<file path="config.mk">
export PLATFORM = sky130hd
export DESIGN_NAME = conv_41
export DESIGN_NICKNAME = d
export VERILOG_FILES = /design/src/rtl/conv_41.sv
export SDC_FILE = /design/constraint.sdc
export NUM_CORES = 1
export LEC_CHECK = 0
export ABC_AREA = 1
export CAP_MARGIN = 20
export CORE_MARGIN = 5
export CORE_UTILIZATION = 25
export CTS_CLUSTER_DIAMETER = 150
export DETAILED_ROUTE_END_ITERATION = 7
export MAX_ROUTING_LAYER = met4
export PLACE_DENSITY_LB_ADDON = 0.3
export SLEW_MARGIN = 40
export SYNTH_ARGS = -nofsm -noshare
export SYNTH_HDL_FRONTEND = slang
export SYNTH_SLANG_ARGS = --single-unit
</file>
<file path="constraint.sdc">
create_clock -name clk -period 1.7 [get_ports clk]
set_clock_uncertainty 0.05 [all_clocks]
set_input_delay 0.255 -clock clk [delete_from_list [all_inputs] [get_ports clk]]
set_output_delay 0.255 -clock clk [all_outputs]
set_load 0.05 [all_outputs]
</file>
<file path="src/rtl/conv_41.sv">
// Parallel-to-serial converter: takes one four-lane group per handshake and
// replays it on a single lane, din1 first, with first/last beat markers.
module conv_41 #(
    parameter int W = 1
) (
    input  logic         clk,
    input  logic         rst,
    input  logic [W-1:0] din1,
    input  logic [W-1:0] din2,
    input  logic [W-1:0] din3,
    input  logic [W-1:0] din4,
    input  logic         din_valid,
    output logic         din_ready,
    output logic [W-1:0] dout,
    output logic         dout_valid,
    input  logic         dout_ready,
    output logic         dout_first,
    output logic         dout_last
);

    typedef enum logic {IDLE, SEND} state_t;

    state_t              state, state_nx;
    logic [1:0]          cnt, cnt_nx;
    logic [3:0][W-1:0]   hold;
    logic                accept, dout_fire;

    // din_ready must not look at din_valid, so upstream may wait on it freely
    assign din_ready  = (state == IDLE) | ((state == SEND) & (cnt == 2'd3) & dout_ready);
    assign accept     = din_valid & din_ready;
    assign dout_valid = (state == SEND);
    assign dout_fire  = dout_valid & dout_ready;
    assign dout       = (state == SEND) ? hold[cnt] : '0;
    assign dout_first = (state == SEND) & (cnt == 2'd0);
    assign dout_last  = (state == SEND) & (cnt == 2'd3);

    always_comb begin
        state_nx = state;
        cnt_nx   = cnt;
        case (state)
            IDLE: begin
                if (accept) begin
                    state_nx = SEND;
                    cnt_nx   = 2'd0;
                end
            end
            SEND: begin
                if (dout_fire) begin
                    if (cnt != 2'd3) begin
                        cnt_nx = cnt + 2'd1;
                    end else if (accept) begin
                        cnt_nx = 2'd0;
                    end else begin
                        state_nx = IDLE;
                        cnt_nx   = 2'd0;
                    end
                end
            end
            default: begin
                state_nx = IDLE;
                cnt_nx   = 2'd0;
            end
        endcase
    end

    always_ff @(posedge clk) begin
        if (rst) begin
            state <= IDLE;
            cnt   <= 2'd0;
            hold  <= '0;
        end else begin
            state <= state_nx;
            cnt   <= cnt_nx;
            if (accept) hold <= {din4, din3, din2, din1};
        end
    end

endmodule

</file>
Yosys cells after proc, flatten, opt, wreduce, memory -nomap -nowiden. Cells that the tools add are included.

Output and inout port bits: 5. Bits in registers: 7. Bits of input ports: 8.

Mux-type cells: 11. Magnitude comparators: 1. Bitwise operators: 7. Eq/ne operators: 4. Reductions and logical operators: 2. $add $sub $neg: 1.

Operators with widths (number): $mux 2 (3); $and 1x1->1 (5); $mux 1 (5); $ne 2x2->1 const B (2); $pmux 2 s2 (1); $lt 2x3->1 const B (1); $add 2x1->2 const B (1); $bmux 1 s2 (1); $eq 2x2->1 const B (1); $logic_not 2->1 (1); $ne 2x1->1 const B (1); $pmux 1 s2 (1); $reduce_and 2->1 (1); $not 1->1 (1); $or 1x1->1 (1).

Longest topological paths before layout. Gate-level depths: netlist (run 1).

Word-level depth: 9. Gate-level depth with buffers: 6. Gate-level depth less buffers: 6.

Least setup slack after synthesis (run 1). OpenSTA, ideal clock, no wires.

Path type: register -> output. From: register state, in the netlist dout_valid. To: output dout. Arrival: 1.607 ns. Cell stages (with the launch flop): 3. Setup slack: -0.212 ns. Buffers on the path: 0. Cells stage by stage: dfxtp_1 > inv_1 > a21oi_1.

Cells in the longest elaborated chain, start to end: 1.

RTL lines: start: declaration (RTL line 23) `state_t state, state_nx;`; start signal: assignment (RTL line 72) `state <= state_nx;`; $mux 1 (RTL line 33) `assign dout = (state == SEND) ? hold[cnt] : '0;`; end: declaration (RTL line 14) `output logic [W-1:0] dout,`.

Every way passes these cells.

Final worst setup path (run 1).
From: register cnt[1]. To: output din_ready.

Cells in the longest elaborated chain, start to end: 4.

RTL lines: start: declaration (RTL line 24) `logic [1:0] cnt, cnt_nx;`; start signal: assignment (RTL line 73) `cnt <= cnt_nx;`; $eq 2x2->1 (RTL line 29) `assign din_ready = (state == IDLE) | ((state == SEND) & (cnt == 2'd3) & dout_ready);`; $and 1x1->1 (2 in a row) (RTL line 29); $or 1x1->1 (RTL line 29); end: declaration (RTL line 13) `output logic din_ready,`.

Every way passes these cells.

==> impl_metrics.env, run 1 <==
export IMPL_status="complete, no violations"
export IMPL_num_antenna_cells=0
export IMPL_min_delay_path_class="reg -> reg"
export IMPL_finalHoldViolCount=0
export IMPL_cp_start_kind="flop"
export IMPL_io_buffers=12
export IMPL_drive_gt1_share_pct=13.0
export IMPL_netlist_area_um2=392
export IMPL_insertion_delay_ps=250
export IMPL_grt_max_degree=11
export IMPL_tightest_slew_ps=335
export IMPL_intPower_mw=0.319
export IMPL_cp_max_fo=10
export IMPL_nets=88
export IMPL_pwr_share_clk_pct=32.9
export IMPL_dr_pass1_iters=4
export IMPL_grt_antenna_before_repair=0
export IMPL_drt_total_wl_um=816
export IMPL_die_area_um2=2460
export IMPL_period_share_pct=92.9
export IMPL_p_leak_nw=0.293
export IMPL_tritoncts="built"
export IMPL_fp_coreArea_um2=1490
export IMPL_grt_pass1_wl_mm=1.41
export IMPL_place_ws_ps=205
export IMPL_synth_top_area_cell="dfxtp_1"
export IMPL_vias=408
export IMPL_swShare_pct=29.5
export IMPL_layout_commonest_cell="inv_1"
export IMPL_cts_htree_levels=1
export IMPL_ctsHoldBuffers=0
export IMPL_yosysWarnings=0
export IMPL_die_y_um=49.6
export IMPL_slew_headroom_pct=77.6
export IMPL_clk_root_buffer_cell="clkbuf_4"
export IMPL_antenna_left=0
export IMPL_cp_required_ps=1390
export IMPL_synth_area_leaders="dfxtp_1 36%, inv_1 14%, nand2_1 13%"
export IMPL_p_sw_mw=0.133
export IMPL_power_density_nw_per_um2=764
export IMPL_final_cell_mix="15 x inv_1, 14 x nand2_1, 8 x nand3_1"
export IMPL_avgRoutedWirePerCell_um=8.77
export IMPL_synth_top_area_share_pct=35.8
export IMPL_critical_path_class="reg -> out"
export IMPL_fin_setup_tns_ps=0
export IMPL_drc=0
export IMPL_fmax_ghz=0.633
export IMPL_dr_first_iter_drc_count=10
export IMPL_hpwlAfterDp_um=601
export IMPL_start_util_pct=26.3
export IMPL_syn_area_per_cell_um2=6.32
export IMPL_post_cts_buffers=0
export IMPL_clkTransAtPathRegs_ps=50
export IMPL_viasPerCell=4.39
export IMPL_cts_made_buffers=3
export IMPL_slew_violations=0
export IMPL_peakVddDrop_mv=0.348
export IMPL_yosysSeqAreaShare_pct=35.8
export IMPL_grt_total_usage_pct=7.52
export IMPL_min_period_ps=1580
export IMPL_cts_resized=0
export IMPL_rsz0062_at_grt="no"
export IMPL_cts_sinks=7
export IMPL_finalSetupViolCount=0
export IMPL_synth_seq_cells=7
export IMPL_grt_overflow=0
export IMPL_syn_to_final_growth_pct=51.1
export IMPL_postLayoutCoreUtil_pct=39.7
export IMPL_chipWidth_um=49.6
export IMPL_std_cell_rows=14
export IMPL_maxCapViolations=0
export IMPL_synth_distinct_cells=10
export IMPL_cts_buffer_depth=2
export IMPL_netlist_instances=62
export IMPL_crit_path_end_kind="primary output"
export IMPL_grt_pass1_vias=369
export IMPL_synthesis_nets=72
export IMPL_ios=13
export IMPL_cp_data_arrival_time_ps=1270
export IMPL_gp_congestion=0.723
export IMPL_p_comb_share_pct=26.3
export IMPL_seqPwrFrac_pct=40.8
export IMPL_layout_setup_ws_ps=121
[layer usage]
metal	wire length, µm	global-route usage, %	part of all wire, %	up-vias
met3	58	2.11	7.1	4
li1	-	-	-	218
met5	0	-	0	-
met1	374	8.55	46	171
met2	358	10.6	44	15
met4	25	6.55	3.1	0
[worst paths after layout]
path,start,to,slack [ps],cells after the start
setup / recovery,cnt[1]$_SDFFE_PP0P_,din_ready,120,4
hold reg to reg,hold[2]$_SDFFE_PP0P_,hold[2]$_SDFFE_PP0P_,440,2
hold / removal,hold[2]$_SDFFE_PP0P_,hold[2]$_SDFFE_PP0P_,440,2
setup reg to reg,cnt[1]$_SDFFE_PP0P_,hold[3]$_SDFFE_PP0P_,480,6
[state kept, by name, indices dropped and copies added (netlist names)]
name,flops
hold,4
dout_valid,1
cnt,2
[cell usage after synthesis]
library cell,count
nand2_1,14
ha_1,2
nor2_1,5
nand3_1,8
buf_4,1
inv_1,15
dfxtp_1,7
nand2_2,1
a21oi_1,8
o21ai_1,1
[critical path, cell delays in order (launching register included)]
cell     delay (ps)
dfxtp_1         370
ha_1            210
nand2_1          70
nand2_2         190
buf_12          170
[per-stage QoR]
stage	total power, mW	hold WS (ps)	area, µm²	cells
final	0.452	437	592	93
after CTS	0.460	438	592	93
after floorplan	0.255	274	395	62
after global placement	0.306	412	566	89
after global routing	0.482	491	592	93
after detailed placement	0.306	422	566	89
[logic make-up (layout without fill, tap and decap cells)]
| family | Yosys count | after routing | share of synthesized area, % |
|---|---|---|---|
| flip-flops | 7 | 7 | 35.8 |
| AND/OR/NAND/NOR | 28 | 28 | 30.0 |
| AO/OA/AOI/OAI | 9 | 9 | 11.5 |
| adder cells (fa/ha/maj) | 2 | 2 | 6.39 |
| buffers and inverters | 16 | 31 | 16.3 |
[power by group through the flow]
stage / combinational, mW / clock, mW / sequential [mW]
detailed placement: 0.119 / 0 / 0.188
finish: 0.119 / 0.149 / 0.184
CTS: 0.120 / 0.156 / 0.184
floorplan: 0.0635 / 0 / 0.192
global placement: 0.118 / 0 / 0.188
global route: 0.131 / 0.164 / 0.187
[area by class of cell]
| type | instances | area, µm² |
|---|---|---|
| Timing Repair Buffer | 12 | 158 |
| Clock buffer | 4 | 26.3 |
| Tap cell | 16 | 20.0 |
| Sequential cell | 7 | 140 |
| Multi-Input combinational cell | 39 | 191 |
| Fill cell | 152 | 897 |
| Inverter | 15 | 56.3 |
Note: power is estimated with default switching activity, not from simulation.
==> inputs of run 2 (changes only) <==
Settings changed: CORE_MARGIN 5 to unset, SKIP_CTS_REPAIR_TIMING set to 1.
==> run 2 against run 1 <==
Sequential cell count did not move. Worst setup slack worse by 12 ps. Critical path depth is the same. Via count decreased by 1.5%. Sequential power about the same. Critical path type unchanged. Largest cell class unchanged.
==> impl_metrics.env, run 2 (synthesis gave the netlist of run 1 again) <==
export IMPL_start_util_pct=28.3
export IMPL_peakVddDrop_mv=0.417
export IMPL_cts_htree_levels=1
export IMPL_fillers=155
export IMPL_grt_overflow=0
export IMPL_dr_first_iter_drc_count=5
export IMPL_ios=13
export IMPL_largest_register_ffs=4
export IMPL_cp_required_ps=1390
export IMPL_status="complete, no violations"
export IMPL_finalHoldViolCount=0
export IMPL_regToRegSetupSlack_ps=470
export IMPL_nets=88
export IMPL_period_share_pct=93.6
export IMPL_cp_max_fo=10
export IMPL_vias=402
export IMPL_insertion_delay_ps=240
export IMPL_fmax_ghz=0.629
export IMPL_layout_commonest_cell="inv_1"
export IMPL_grt_pass1_wl_mm=1.37
export IMPL_cts_made_buffers=3
export IMPL_tritoncts="built"
export IMPL_chipWidth_um=41.6
export IMPL_drc=0
export IMPL_critical_path_class="reg -> out"
export IMPL_totalPowerFinal_mw=0.450
export IMPL_rsz0062_at_grt="no"
export IMPL_io_buffers=12
export IMPL_slew_headroom_pct=77.1
export IMPL_cp_start_kind="flop"
export IMPL_maxCapViolations=0
export IMPL_multi_input_area_um2=191
export IMPL_final_cell_mix="15 x inv_1, 14 x nand2_1, 8 x nand3_1"
export IMPL_fp_coreArea_um2=1380
export IMPL_viasPerCell=4.37
export IMPL_worstHoldStart="hold[1]$_SDFFE_PP0P_"
export IMPL_clk_root_buffer_cell="clkbuf_4"
export IMPL_fin_setup_tns_ps=0
export IMPL_min_period_ps=1590
export IMPL_antenna_left=0
export IMPL_grt_max_degree=11
export IMPL_worstReg2RegStart="cnt[1]$_SDFFE_PP0P_"
export IMPL_cts_buffer_depth=2
export IMPL_p_leak_nw=0.293
export IMPL_reg2reg_to="hold[3]$_SDFFE_PP0P_"
export IMPL_num_antenna_cells=0
export IMPL_worst_r2r_cell_count=6
export IMPL_std_cell_rows=13
export IMPL_cp_data_arrival_time_ps=1290
export IMPL_tightest_slew_ps=343
export IMPL_drt_total_wl_um=742
export IMPL_slew_violations=0
export IMPL_hpwlAfterDp_um=576
export IMPL_die_area_um2=1730
export IMPL_grt_pass1_vias=341
export IMPL_gp_congestion=0.679
export IMPL_largest_register="hold"
export IMPL_grt_total_usage_pct=10.4
export IMPL_drive_gt1_share_pct=13.0
export IMPL_avgRoutedWirePerCell_um=8.07
export IMPL_holdWs_ps=426
export IMPL_power_density_nw_per_um2=761
export IMPL_syn_to_final_growth_pct=50.8
export IMPL_postPlaceCellArea_um2=564
export IMPL_clkTransAtPathRegs_ps=50
export IMPL_min_delay_path_class="reg -> reg"
export IMPL_seq_area_um2=140
export IMPL_die_y_um=41.6
export IMPL_worstHoldEndpoint="hold[1]$_SDFFE_PP0P_"
export IMPL_dr_pass1_iters=2
export IMPL_holdPathStages=2
export IMPL_crit_path_end_kind="primary output"
export IMPL_finalSetupViolCount=0
export IMPL_cts_sinks=7
export IMPL_fin_area_um2=591
export IMPL_grt_antenna_before_repair=0
-- run 2: area by class of cell --
cell class,count,share of cell area (%)
inverter,15,9.53
tap,15,3.18
sequential,7,23.7
timing repair buffer,12,26.7
clock buffer,4,4.45
multi-input combinational,39,32.4
-- run 2: report_power, final --
part,leakage [nW],switching [mW],internal (mW),total (mW)
Clock,0.0150,0.0580,0.0894,0.147
Sequential,0.0578,0.00866,0.176,0.184
Combinational,0.220,0.0643,0.0537,0.118
Total,0.293,0.131,0.319,0.450
-- run 2: per-stage QoR --
step | instances | utilization [%] | worst slack [ps]
6_report | 92 | 42.7 | 109
5_1_grt | 92 | 42.7 | 37.3
4_1_cts | 92 | 42.7 | 105
3_5_place_dp | 88 | 40.8 | 214
3_3_place_gp | 88 | 40.8 | 216
2_1_floorplan | 62 | - | 77.0
-- run 2: layer usage --
metal	wire length, µm	GRT usage, %	vias to the layer above
met5	0	-	-
met4	5	7.74	0
met3	29	1.30	2
met2	332	14.7	10
met1	375	13.3	171
li1	-	-	219
-- run 2: worst max-delay path by stage --
stage,startpoint,endpoint,slack (ps),cells after the start
CTS,cnt[1]$_SDFFE_PP0P_,din_ready,100,4
detailed placement,dout_ready,din_ready,210,4
global placement,dout_ready,din_ready,220,4
finish,cnt[1]$_SDFFE_PP0P_,din_ready,110,4
floorplan,dout_valid$_SDFF_PP0_,dout,80,2
global route,cnt[1]$_SDFFE_PP0P_,din_ready,40,4
-- run 2: critical path, stage by stage (launching register included) --
cell     delay [ps]
dfxtp_1         380
ha_1            220
nand2_1          80
nand2_2         190
buf_12          170
==> inputs of run 3 (changes only) <==
Settings changed: REMOVE_ABC_BUFFERS set to 1, SKIP_LAST_GASP set to 1.
==> run 3 against run 2 <==
Cell count is the same. Via count shrank 2.7%. Die area is the same. Final area is the same. Register-to-register slack gained 30 ps. Wire length grew 9.8%. Maximum frequency grew 0.78%. Non-clock buffer count is the same. Combinational power is essentially flat.
==> impl_metrics.env, run 3 (synthesis gave the netlist of run 1 again) <==
export IMPL_vias=391
export IMPL_min_period_ps=1580
export IMPL_fmax_ghz=0.634
export IMPL_drc=0
export IMPL_grt_antenna_before_repair=0
export IMPL_critical_path_class="reg -> out"
export IMPL_final_cells=92
export IMPL_holdPathStages=2
export IMPL_cts_htree_levels=1
export IMPL_gp_congestion=0.712
export IMPL_pwr_share_clk_pct=33.7
export IMPL_die_y_um=41.6
export IMPL_crit_end="din_ready"
export IMPL_status="complete, no violations"
export IMPL_largest_register="hold"
export IMPL_period_share_pct=92.9
export IMPL_clkTransAtPathRegs_ps=50
export IMPL_dr_first_iter_drc_count=6
export IMPL_tightest_slew_ps=335
export IMPL_final_cell_mix="15 x inv_1, 14 x nand2_1, 8 x nand3_1"
export IMPL_grt_overflow=0
export IMPL_ios=13
export IMPL_grt_max_degree=11
export IMPL_finalSetupViolCount=0
export IMPL_insertion_delay_ps=260
export IMPL_grt_busiest_layer="met1"
export IMPL_min_delay_path_class="reg -> reg"
export IMPL_slew_violations=0
export IMPL_syn_to_final_growth_pct=50.8
export IMPL_viasPerCell=4.25
export IMPL_cts_sinks=7
export IMPL_cts_made_buffers=3
export IMPL_use_met3_pct=3.91
export IMPL_swShare_pct=30.1
export IMPL_antenna_left=0
export IMPL_io_buffers=12
export IMPL_start_util_pct=28.3
export IMPL_reg2reg_to="hold[2]$_SDFFE_PP0P_"
export IMPL_grt_util_met1_pct=13.8
export IMPL_worstReg2RegStart="cnt[1]$_SDFFE_PP0P_"
export IMPL_fp_coreArea_um2=1380
export IMPL_crit_path_end_kind="primary output"
export IMPL_maxCapViolations=0
export IMPL_dr_pass1_iters=4
export IMPL_cp_max_fo=10
export IMPL_cp_data_arrival_time_ps=1270
export IMPL_drt_total_wl_um=815
export IMPL_grt_use_met2_pct=12.5
export IMPL_p_comb_share_pct=25.9
export IMPL_nets=88
export IMPL_grt_total_usage_pct=11.3
export IMPL_finalHoldViolCount=0
export IMPL_intPower_mw=0.319
export IMPL_cp_start_kind="flop"
export IMPL_num_antenna_cells=0
export IMPL_fillers=136
export IMPL_postLayoutCoreUtil_pct=42.7
export IMPL_layout_commonest_cell="inv_1"
export IMPL_clk_root_buffer_cell="clkbuf_4"
export IMPL_regToRegSetupSlack_ps=500
export IMPL_slew_headroom_pct=77.6
export IMPL_totalPowerFinal_mw=0.457
export IMPL_avgRoutedWirePerCell_um=8.86
export IMPL_cp_required_ps=1390
export IMPL_p_sw_mw=0.138
export IMPL_cts_buffer_depth=2
export IMPL_placed_cells=88
export IMPL_std_cell_rows=13
export IMPL_tritoncts="built"
export IMPL_crit_start="cnt[1]$_SDFFE_PP0P_"
export IMPL_peakVddDrop_mv=0.341
export IMPL_hpwlAfterDp_um=585
export IMPL_p_leak_nw=0.293
export IMPL_rsz0062_at_grt="no"
export IMPL_grt_pass1_wl_mm=1.33
export IMPL_die_area_um2=1730
export IMPL_seqPwrFrac_pct=40.4
export IMPL_drive_gt1_share_pct=13.0
export IMPL_grt_pass1_vias=290
export IMPL_power_density_nw_per_um2=774
export IMPL_chipWidth_um=41.6
export IMPL_largest_register_ffs=4
export IMPL_worst_r2r_cell_count=6
==> run 3: cell counts in the layout (fill, tap and decap cells not counted) <==
Identical to the previous run, type by type.
==> run 3: routing by layer <==
metal  routed length [µm]  share of wire (%)
met5                    0                  0
met4                   46                5.6
met3                   48                5.9
met2                  324                 40
met1                  394                 48
==> run 3: critical path, cell delays in order, from the launching register on <==
cell	delay, ps
dfxtp_1	380
ha_1	210
nand2_1	70
nand2_2	190
buf_12	170
==> run 3: per-stage QoR <==
stage | area (µm²) | hold WS, ps | setup TNS [ps] | setup slack (ps)
after CTS | 587 | 440 | 0 | 91.4
after detailed placement | 561 | 426 | 0 | 214
after global routing | 591 | 472 | 0 | 37.4
after global placement | 561 | 414 | 0 | 208
final | 591 | 435 | 0 | 121
after floorplan | 384 | 274 | -212 | -212
==> run 3: worst min-delay path by stage <==
stage                         start                    to  slack, ps
6_report       hold[3]$_SDFFE_PP0P_  hold[3]$_SDFFE_PP0P_        430
5_1_grt        hold[1]$_SDFFE_PP0P_  hold[1]$_SDFFE_PP0P_        470
3_3_place_gp   hold[3]$_SDFFE_PP0P_  hold[3]$_SDFFE_PP0P_        410
4_1_cts        hold[3]$_SDFFE_PP0P_  hold[3]$_SDFFE_PP0P_        440
2_1_floorplan                   rst   cnt[1]$_SDFFE_PP0P_        270
3_5_place_dp   hold[3]$_SDFFE_PP0P_  hold[3]$_SDFFE_PP0P_        430
==> run 3: final cells by class <==
type / instances / area, µm² / share of cell area (%)
inverter: 15 / 56.3 / 9.53
clock buffer: 4 / 26.3 / 4.45
timing repair buffer: 12 / 158 / 26.7
multi-input combinational: 39 / 191 / 32.4
sequential: 7 / 140 / 23.7
tap: 15 / 18.8 / 3.18
==> run 3: power by group through the flow <==
| stage | Combinational (mW) | Clock (mW) | Sequential (mW) |
|---|---|---|---|
| final | 0.118 | 0.154 | 0.185 |
| after CTS | 0.117 | 0.160 | 0.185 |
| after global routing | 0.128 | 0.173 | 0.186 |
| after global placement | 0.116 | 0 | 0.188 |
| after floorplan | 0.0584 | 0 | 0.192 |
| after detailed placement | 0.117 | 0 | 0.188 |
